<file path="config.mk">
export PLATFORM = sky130hd
export DESIGN_NAME = can_bit_stuffer
export DESIGN_NICKNAME = d
export VERILOG_FILES = /design/src/rtl/can_bit_stuffer.sv
export SDC_FILE = /design/constraint.sdc
export NUM_CORES = 1
export LEC_CHECK = 0
export CAP_MARGIN = 20
export CORE_AREA = 2 2 39 41
export CTS_CLUSTER_DIAMETER = 60
export DETAILED_ROUTE_END_ITERATION = 7
export DIE_AREA = 0 0 41 43
export SKIP_CTS_REPAIR_TIMING = 1
export SYNTH_ARGS = -nofsm -noshare
export SYNTH_HDL_FRONTEND = slang
export SYNTH_SLANG_ARGS = --single-unit
</file>
<file path="constraint.sdc">
create_clock -name clk -period 2.08 [get_ports clk]
set_input_delay 0.416 -clock clk [delete_from_list [all_inputs] [get_ports clk]]
set_output_delay 0.416 -clock clk [all_outputs]
set_load 0.03 [all_outputs]
</file>
<file path="src/rtl/can_bit_stuffer.sv">
// CAN transmit bit stuffer: inserts a complement bit after STUFF_LEN identical bits.
// Optional stuff counter output when CAN_STUFF_STATS_EN is defined.
module can_bit_stuffer #(
  parameter int STUFF_LEN = 5
) (
  input  logic       clk,
  input  logic       rst,
  input  logic       sample_point,
  input  logic       stuff_en,
  input  logic       bit_in,
  output logic       bit_req,
  output logic       tx_out,
  output logic       stuff_bit
`ifdef CAN_STUFF_STATS_EN
  ,
  output logic [7:0] stuff_count
`endif
);

  // Handshake: sample_point is the slot strobe (valid); bit_req pulses for one
  // cycle after any slot that consumed bit_in (ready/accept). Stuff slots never accept.
  localparam logic [2:0] RUN_MAX = 3'(STUFF_LEN);

  logic       last_bit;
  logic [2:0] run_cnt;
  logic       stuff_pend;
  logic [2:0] run_next;

  // run_cnt == 0 marks the first bit of a stuffed region: always starts a new run.
  always_comb begin
    run_next = 3'd1;
    if (run_cnt != 3'd0 && bit_in == last_bit) begin
      run_next = run_cnt + 3'd1;
    end
  end

  always_ff @(posedge clk) begin
    if (rst) begin
      tx_out     <= 1'b1;
      stuff_bit  <= 1'b0;
      bit_req    <= 1'b0;
      last_bit   <= 1'b1;
      run_cnt    <= 3'd0;
      stuff_pend <= 1'b0;
    end else if (sample_point) begin
      if (stuff_pend) begin
        tx_out     <= ~last_bit;
        stuff_bit  <= 1'b1;
        bit_req    <= 1'b0;
        last_bit   <= ~last_bit;
        run_cnt    <= 3'd1;
        stuff_pend <= 1'b0;
      end else if (stuff_en) begin
        tx_out     <= bit_in;
        stuff_bit  <= 1'b0;
        bit_req    <= 1'b1;
        last_bit   <= bit_in;
        run_cnt    <= run_next;
        stuff_pend <= (run_next == RUN_MAX);
      end else begin
        tx_out     <= bit_in;
        stuff_bit  <= 1'b0;
        bit_req    <= 1'b1;
        last_bit   <= bit_in;
        run_cnt    <= 3'd0;
      end
    end else begin
      bit_req <= 1'b0;
    end
  end

`ifdef CAN_STUFF_STATS_EN
  logic stuff_en_d;

  // A new frame (stuff_en rising) restarts the count; clear wins over increment.
  always_ff @(posedge clk) begin
    if (rst) begin
      stuff_en_d  <= 1'b0;
      stuff_count <= 8'd0;
    end else begin
      stuff_en_d <= stuff_en;
      if (stuff_en && !stuff_en_d) begin
        stuff_count <= 8'd0;
      end else if (sample_point && stuff_pend && stuff_count != 8'hFF) begin
        stuff_count <= stuff_count + 8'd1;
      end
    end
  end
`endif

endmodule

</file>
* Word-level counts from Yosys, hierarchy flattened
Index checks and enable logic that the tools add are counted. Widths: inputs -> output; s select.
Operators by class: shift operators 0, add/subtract/negate cells 1, $lt $le $gt $ge 0, divide/modulo/power cells 0, bitwise logic cells 2, muxes and demuxes 8, reduce and logical (&&, ||, !) cells 3, multiply operators 0, equal/unequal tests 2
Operator list (count):
- $mux 3 | 3
- $mux 1 | 5
- $add 3x1->3 const B | 1
- $eq 3x3->1 const B | 1
- $reduce_bool 3->1 | 1
- $not 1->1 | 2
- $reduce_or 2->1 | 1
- $eq 1x1->1 | 1
- $logic_and 1x1->1 | 1
Storage, ports and cells: register bits after elaboration 7, latch bits 0, ROM bits 0, memories kept 0, bits in writable memories 0

* Depth between registers and ports, before layout
Gate-level depths: netlist of the first run.
depth in word-level cells 6, depth in mapped cells 5, depth with buffers taken out 5

* Least setup slack after synthesis of the first run
No wires, ideal clock.
path kind flip-flop to flip-flop, start point reg run_cnt[0], end point reg stuff_pend, setup time 0.060 ns, path slack 0.576 ns, path buffers 0, required time 2.020 ns, cell stages (with the launch flop) 6, arrival time 1.445 ns, path through dfxtp_1 -> inv_1 -> ha_1 -> or3b_1 -> a2111oi_2 -> a22o_1
Between the ends: word-level cells in the longest chain between the ends 6, elaborated cells between the ends (all ways) 7, those cells by class add/sub (1); eq/ne (1); mux (3); reduce/logical (2)
Ends and longest elaborated chain:
- start: declaration | RTL line 25 | logic [2:0] run_cnt;
- start signal: assignment | RTL line 58 | run_cnt <= run_next;
- parallel branches: the longest is 2 deep, another holds $add 3x1->3
- $mux 3 * | RTL line 32 | if (run_cnt != 3'd0 && bit_in == last_bit) begin
- $eq 3x3->1 * | RTL line 59 | stuff_pend <= (run_next == RUN_MAX);
- $mux 1 * | RTL line 53 | end else if (stuff_en) begin
- $mux 1 * | RTL line 46 | if (stuff_pend) begin
- end signal: assignment | RTL line 59
- end: declaration | RTL line 26 | logic stuff_pend;
Every way passes the cells marked *. A chain may end at the register's enable or synchronous reset.

==> flow_summary.toml, run 1 <==
[status]
status = "completed"

[layout]
n_antenna_cell = 0
drive_gt1_share_pct = 20.4
fill_cells = 147
nNetsFinal = 57
synthToLayoutAreaGrowth_pct = 37.5

[routing]
ant_nets = 0
wire_per_inst_um = 9.92
drc = 0
dr_total_vias = 296
vias_per_cell = 4.55
first_pass_iters = 2
drt_iter0_markers = 11
wirelength_um = 645

[sta]
finalClockSkew_ps = 2.44
period_share_pct = 82.5
tightest_slew_ps = 348
hold_viol = 0
slew-limit-headroom_pct = 76.7
period_minus_slack_ps = 1720
setup_viol = 0
setup-tns-final_ps = 0
drv_slew = 0
rsz0062_at_grt = "false"
setup_ws_ps = 363
max_freq_mhz = 582

[power]
internal_power_uw = 234
switchingPower_uw = 71.7
clockPowerShare_pct = 39.2
swShare_pct = 23.5
pwr-share-seq_pct = 46.3
power.density_nw_per_um2 = 634
ir_drop_mv = 0.286
p_leak_nw = 0.190
p_comb_share_pct = 14.5

[clock_network]
clock_latency_ps = 250
clockRootBuffer = "clkbuf_4"
cts_tree = "done"
cts_buffer_depth = 2
cts_htree_levels = 1
cts-buffers-inserted = 3
clk_pin_slew_worst_paths_ps = 50
cts_sinks = 7

[place]
portBuffers = 7
place.gp.congestion = 0.759
dp_hpwl_um = 486
place_ws_ps = 327

[worst_setup_path]
slowest_stage = "clkdlybuf4s50_1"
crit_fanout = 4
startpoint_type = "flip-flop"
path_cells = "clkdlybuf4s50_1"
cp-end-kind = "output port"
critPathBufInv = 1
max_stage_delay_ps = 690
crit_type = "reg2out"
cp.required_ps = 1660
startpoint = "last_bit"
cp_top_family = "buffers and inverters"
critPathArrivalTime_ps = 1300
regToRegStartpoint = "run_cnt[0]"

[die]
core_um2 = 1380
initial_core_util_pct = 25.3
ios = 8
dieArea_um2 = 1760
die_h_um = 43
die_x_um = 41
row_count = 14

[hold_path]
worstHoldStart = "stuff_bit"
hold_path.class = "reg2reg"

[synth]
syn_inst = 36
ys_types = 22
syn_area_um2 = 350
synth_area_per_cell_um2 = 9.73
yosysWarnings = 0
syn_nets = 43
synth_seq_cells = 7
ys_seq_area_share_pct = 40.0

[global_routing]
grt_pass1_wl_um = 1060
antenna_found_initial = 0
grt_pass1_vias = 271
grt_max_degree = 7
grt.total_usage_pct = 9.26
grt_remaining_overflow = 0

[run]
cap_violations = 0
==> metal layers <==
layer / vias to the layer above / wire (um) / GRT usage (%)
met3: 2 / 52 / 3.14
met5: - / 0 / 0
met2: 8 / 262 / 11.6
met4: 0 / 12 / 8.00
li1: 154 / - / -
met1: 132 / 317 / 12.0
==> Yosys cell counts (all sizes together) <==
library cell	count	area, um2
inv	3	11.3
a211o	1	10.0
a21oi	1	5.00
a2111oi	1	15.0
nand2b	3	21.3
dfxtp	7	140
or2b	1	8.76
ha	2	25.0
nor3	1	5.00
or4	1	7.51
a22o	1	8.76
and2b	2	16.3
nor4	1	6.26
nor2	4	15.0
mux2i	2	20.0
or3b	1	8.76
o22ai	1	6.26
a21o	1	7.51
nand2	1	3.75
xor2	1	8.76
==> power groups by stage <==
stage / clock, mW / sequential, mW / combinational [mW]
after floorplan: 0 / 0.149 / 0.0173
after global placement: 0 / 0.144 / 0.0448
after detailed placement: 0 / 0.144 / 0.0441
after CTS: 0.126 / 0.142 / 0.0445
after global routing: 0.135 / 0.142 / 0.0485
final: 0.120 / 0.142 / 0.0442
==> sequential cells by signal (all words and copies together), names as in the netlist <==
name        flops
bit_req         1
stuff_pend      1
run_cnt         3
last_bit        1
stuff_bit       1
==> worst paths after layout <==
check	cells after the start	slack [ps]	to
worst max-delay path	1	360	tx_out
worst min-delay path	2	500	stuff_bit
worst max register to register	5	440	stuff_pend
worst min register to register	2	500	stuff_bit
==> cell type report <==
class / count / area (um2) / share of cell area (%)
inverters: 3 / 11.3 / 2.34
flip-flops and latches: 7 / 140 / 29.1
repair buffers: 9 / 85.1 / 17.7
clock buffers: 4 / 26.3 / 5.45
multi-input cells: 26 / 199 / 41.3
well taps: 16 / 20.0 / 4.16
==> logic make-up after synthesis <==
family                   count (synthesis)  synth area share (%)
XOR/XNOR                                 1                  2.50
AND/OR/NAND/NOR                         15                  26.4
flip-flops                               7                  40.0
multiplexers                             2                  5.71
adder cells (fa/ha/maj)                  2                  7.14
AO/OA/AOI/OAI                            6                  15.0
buffers and inverters                    3                  3.21
==> placed cells by master, fill, tap and decap left out, drive strengths merged <==
cell type      n
a2111oi        1
a211o          1
a21o           1
a21oi          1
a22o           1
and2b          2
buf            2
clkbuf         4
clkdlybuf4s50  7
dfxtp          7
ha             2
inv            3
mux2i          2
nand2          1
nand2b         3
nor2           4
nor3           1
nor4           1
o22ai          1
or2b           1
or3b           1
or4            1
xor2           1
==> through the flow <==
step                cells  total power, mW  util, %  area (um2)  hold slack [ps]
floorplan              36            0.166        -         350              459
CTS                    65            0.312     34.8         482              510
detailed placement     61            0.189     32.9         455              496
global placement       61            0.189     32.9         455              480
finish                 65            0.306     34.8         482              498
global route           65            0.325     34.8         482              534
No activity file was read; power rests on OpenSTA's default activity.
==> run 2, diff against run 1 <==
clock period = 1.8 ns   (was 2.08 ns; I/O delays follow)
==> run 2 against run 1 <==
Clock-buffer cell count unchanged. Final area increased by 1.6%. Sequential cell count unchanged. Core utilization increased by 0.54 points. Setup slack got worse by 230 ps. Worst hold slack got worse by 0.70 ps. Clock power increased by 17%. Non-clock buffer count increased by 1. Critical path type unchanged.
==> flow_summary.toml, run 2 (synthesis results as in run 1) <==
[place]
portBuffers = 7
place_ws_ps = 77.8
place.gp.congestion = 0.761
place_area_um2 = 463
dp_hpwl_um = 510

[clock_network]
clk_pin_slew_worst_paths_ps = 50
cts_buffer_depth = 2
clockRootBuffer = "clkbuf_4"
cts_sinks = 7
cts_htree_levels = 1
cts-buffers-inserted = 3
cts_tree = "done"
clock_latency_ps = 250

[routing]
wirelength_um = 674
dr_total_vias = 287
drc = 0
drt_iter0_markers = 1
first_pass_iters = 3
vias_per_cell = 4.35
ant_nets = 0
wire_per_inst_um = 10.2

[layout]
largest_register = "run_cnt"
synthToLayoutAreaGrowth_pct = 39.6
nNetsFinal = 58
largest_reg_flops = 3
n_antenna_cell = 0
multi_input_area_um2 = 199
drive_gt1_share_pct = 22.0
postLayoutCellArea_um2 = 489
fill_cells = 152
ff_latch_area_um2 = 140
fin_util_pct = 35.4
mostFrequentLayoutCells = "dfxtp_1 (7), clkdlybuf4s50_1 (7), nor2_1 (4)"

[global_routing]
grt_max_degree = 7
grt_pass1_wl_um = 1210
grt_remaining_overflow = 0
antenna_found_initial = 0
grt.total_usage_pct = 11.0
grt_pass1_vias = 282

[die]
core_um2 = 1380
row_count = 14
die_x_um = 41
dieArea_um2 = 1760
initial_core_util_pct = 25.3
die_h_um = 43
ios = 8

[worst_setup_path]
cp.required_ps = 1440
slowest_stage = "clkdlybuf4s50_1"
critPathBufInv = 1
critPathArrivalTime_ps = 1310
crit_type = "reg2out"
startpoint_type = "flip-flop"
cp-end-kind = "output port"
cp_top_family = "buffers and inverters"
regToRegStartpoint = "run_cnt[0]"
max_stage_delay_ps = 690
startpoint = "last_bit"
path_cells = "clkdlybuf4s50_1"
r2r_slack_ps = 140
crit_fanout = 4

[sta]
setup_viol = 0
drv_slew = 0
slew-limit-headroom_pct = 75.7
tightest_slew_ps = 364
setup-tns-final_ps = 0
max_freq_mhz = 600
finalClockSkew_ps = 0.972
period_minus_slack_ps = 1670
hold_viol = 0
rsz0062_at_grt = "false"
period_share_pct = 92.5
setup_ws_ps = 135

[hold_path]
hold_path.class = "reg2reg"
worstHoldStart = "run_cnt[2]"

[power]
ir_drop_mv = 0.315
power.density_nw_per_um2 = 729
power.total_uw = 356
p_leak_nw = 0.195

[status]
status = "completed"

[run]
cap_violations = 0
==> run 2: power by group <==
part,internal (mW),switching [mW],total (mW)
logic,0.0273,0.0258,0.0532
clock network,0.0844,0.0553,0.140
registers,0.160,0.00360,0.164
total,0.272,0.0847,0.356
==> run 2: final cells by class <==
cell class / instances / share of cell area [%]
tap: 16 / 4.09
timing repair buffer: 10 / 18.9
multi-input combinational: 26 / 40.7
sequential: 7 / 28.6
inverter: 3 / 2.30
clock buffer: 4 / 5.37
==> run 2: layer usage <==
metal / vias to the layer above / routed length [um] / track usage [%]
met1: 124 / 329 / 14.6
li1: 153 / - / -
met3: 2 / 39 / 4.71
met2: 8 / 297 / 12.5
met4: 0 / 8 / 10.0
met5: - / 0 / 0
==> run 2: through the flow <==
stage	cells	hold slack, ps
6_report	66	497
5_1_grt	66	535
4_1_cts	66	503
3_5_place_dp	62	491
3_3_place_gp	62	485
2_1_floorplan	36	429
==> run 2: path summary, 6_finish.rpt <==
| check | depth (start not counted) | end |
|---|---|---|
| setup / recovery | 1 | tx_out |
| hold / removal | 1 | run_cnt[2] |
| setup reg to reg | 5 | stuff_pend |
| hold reg to reg | 1 | run_cnt[2] |
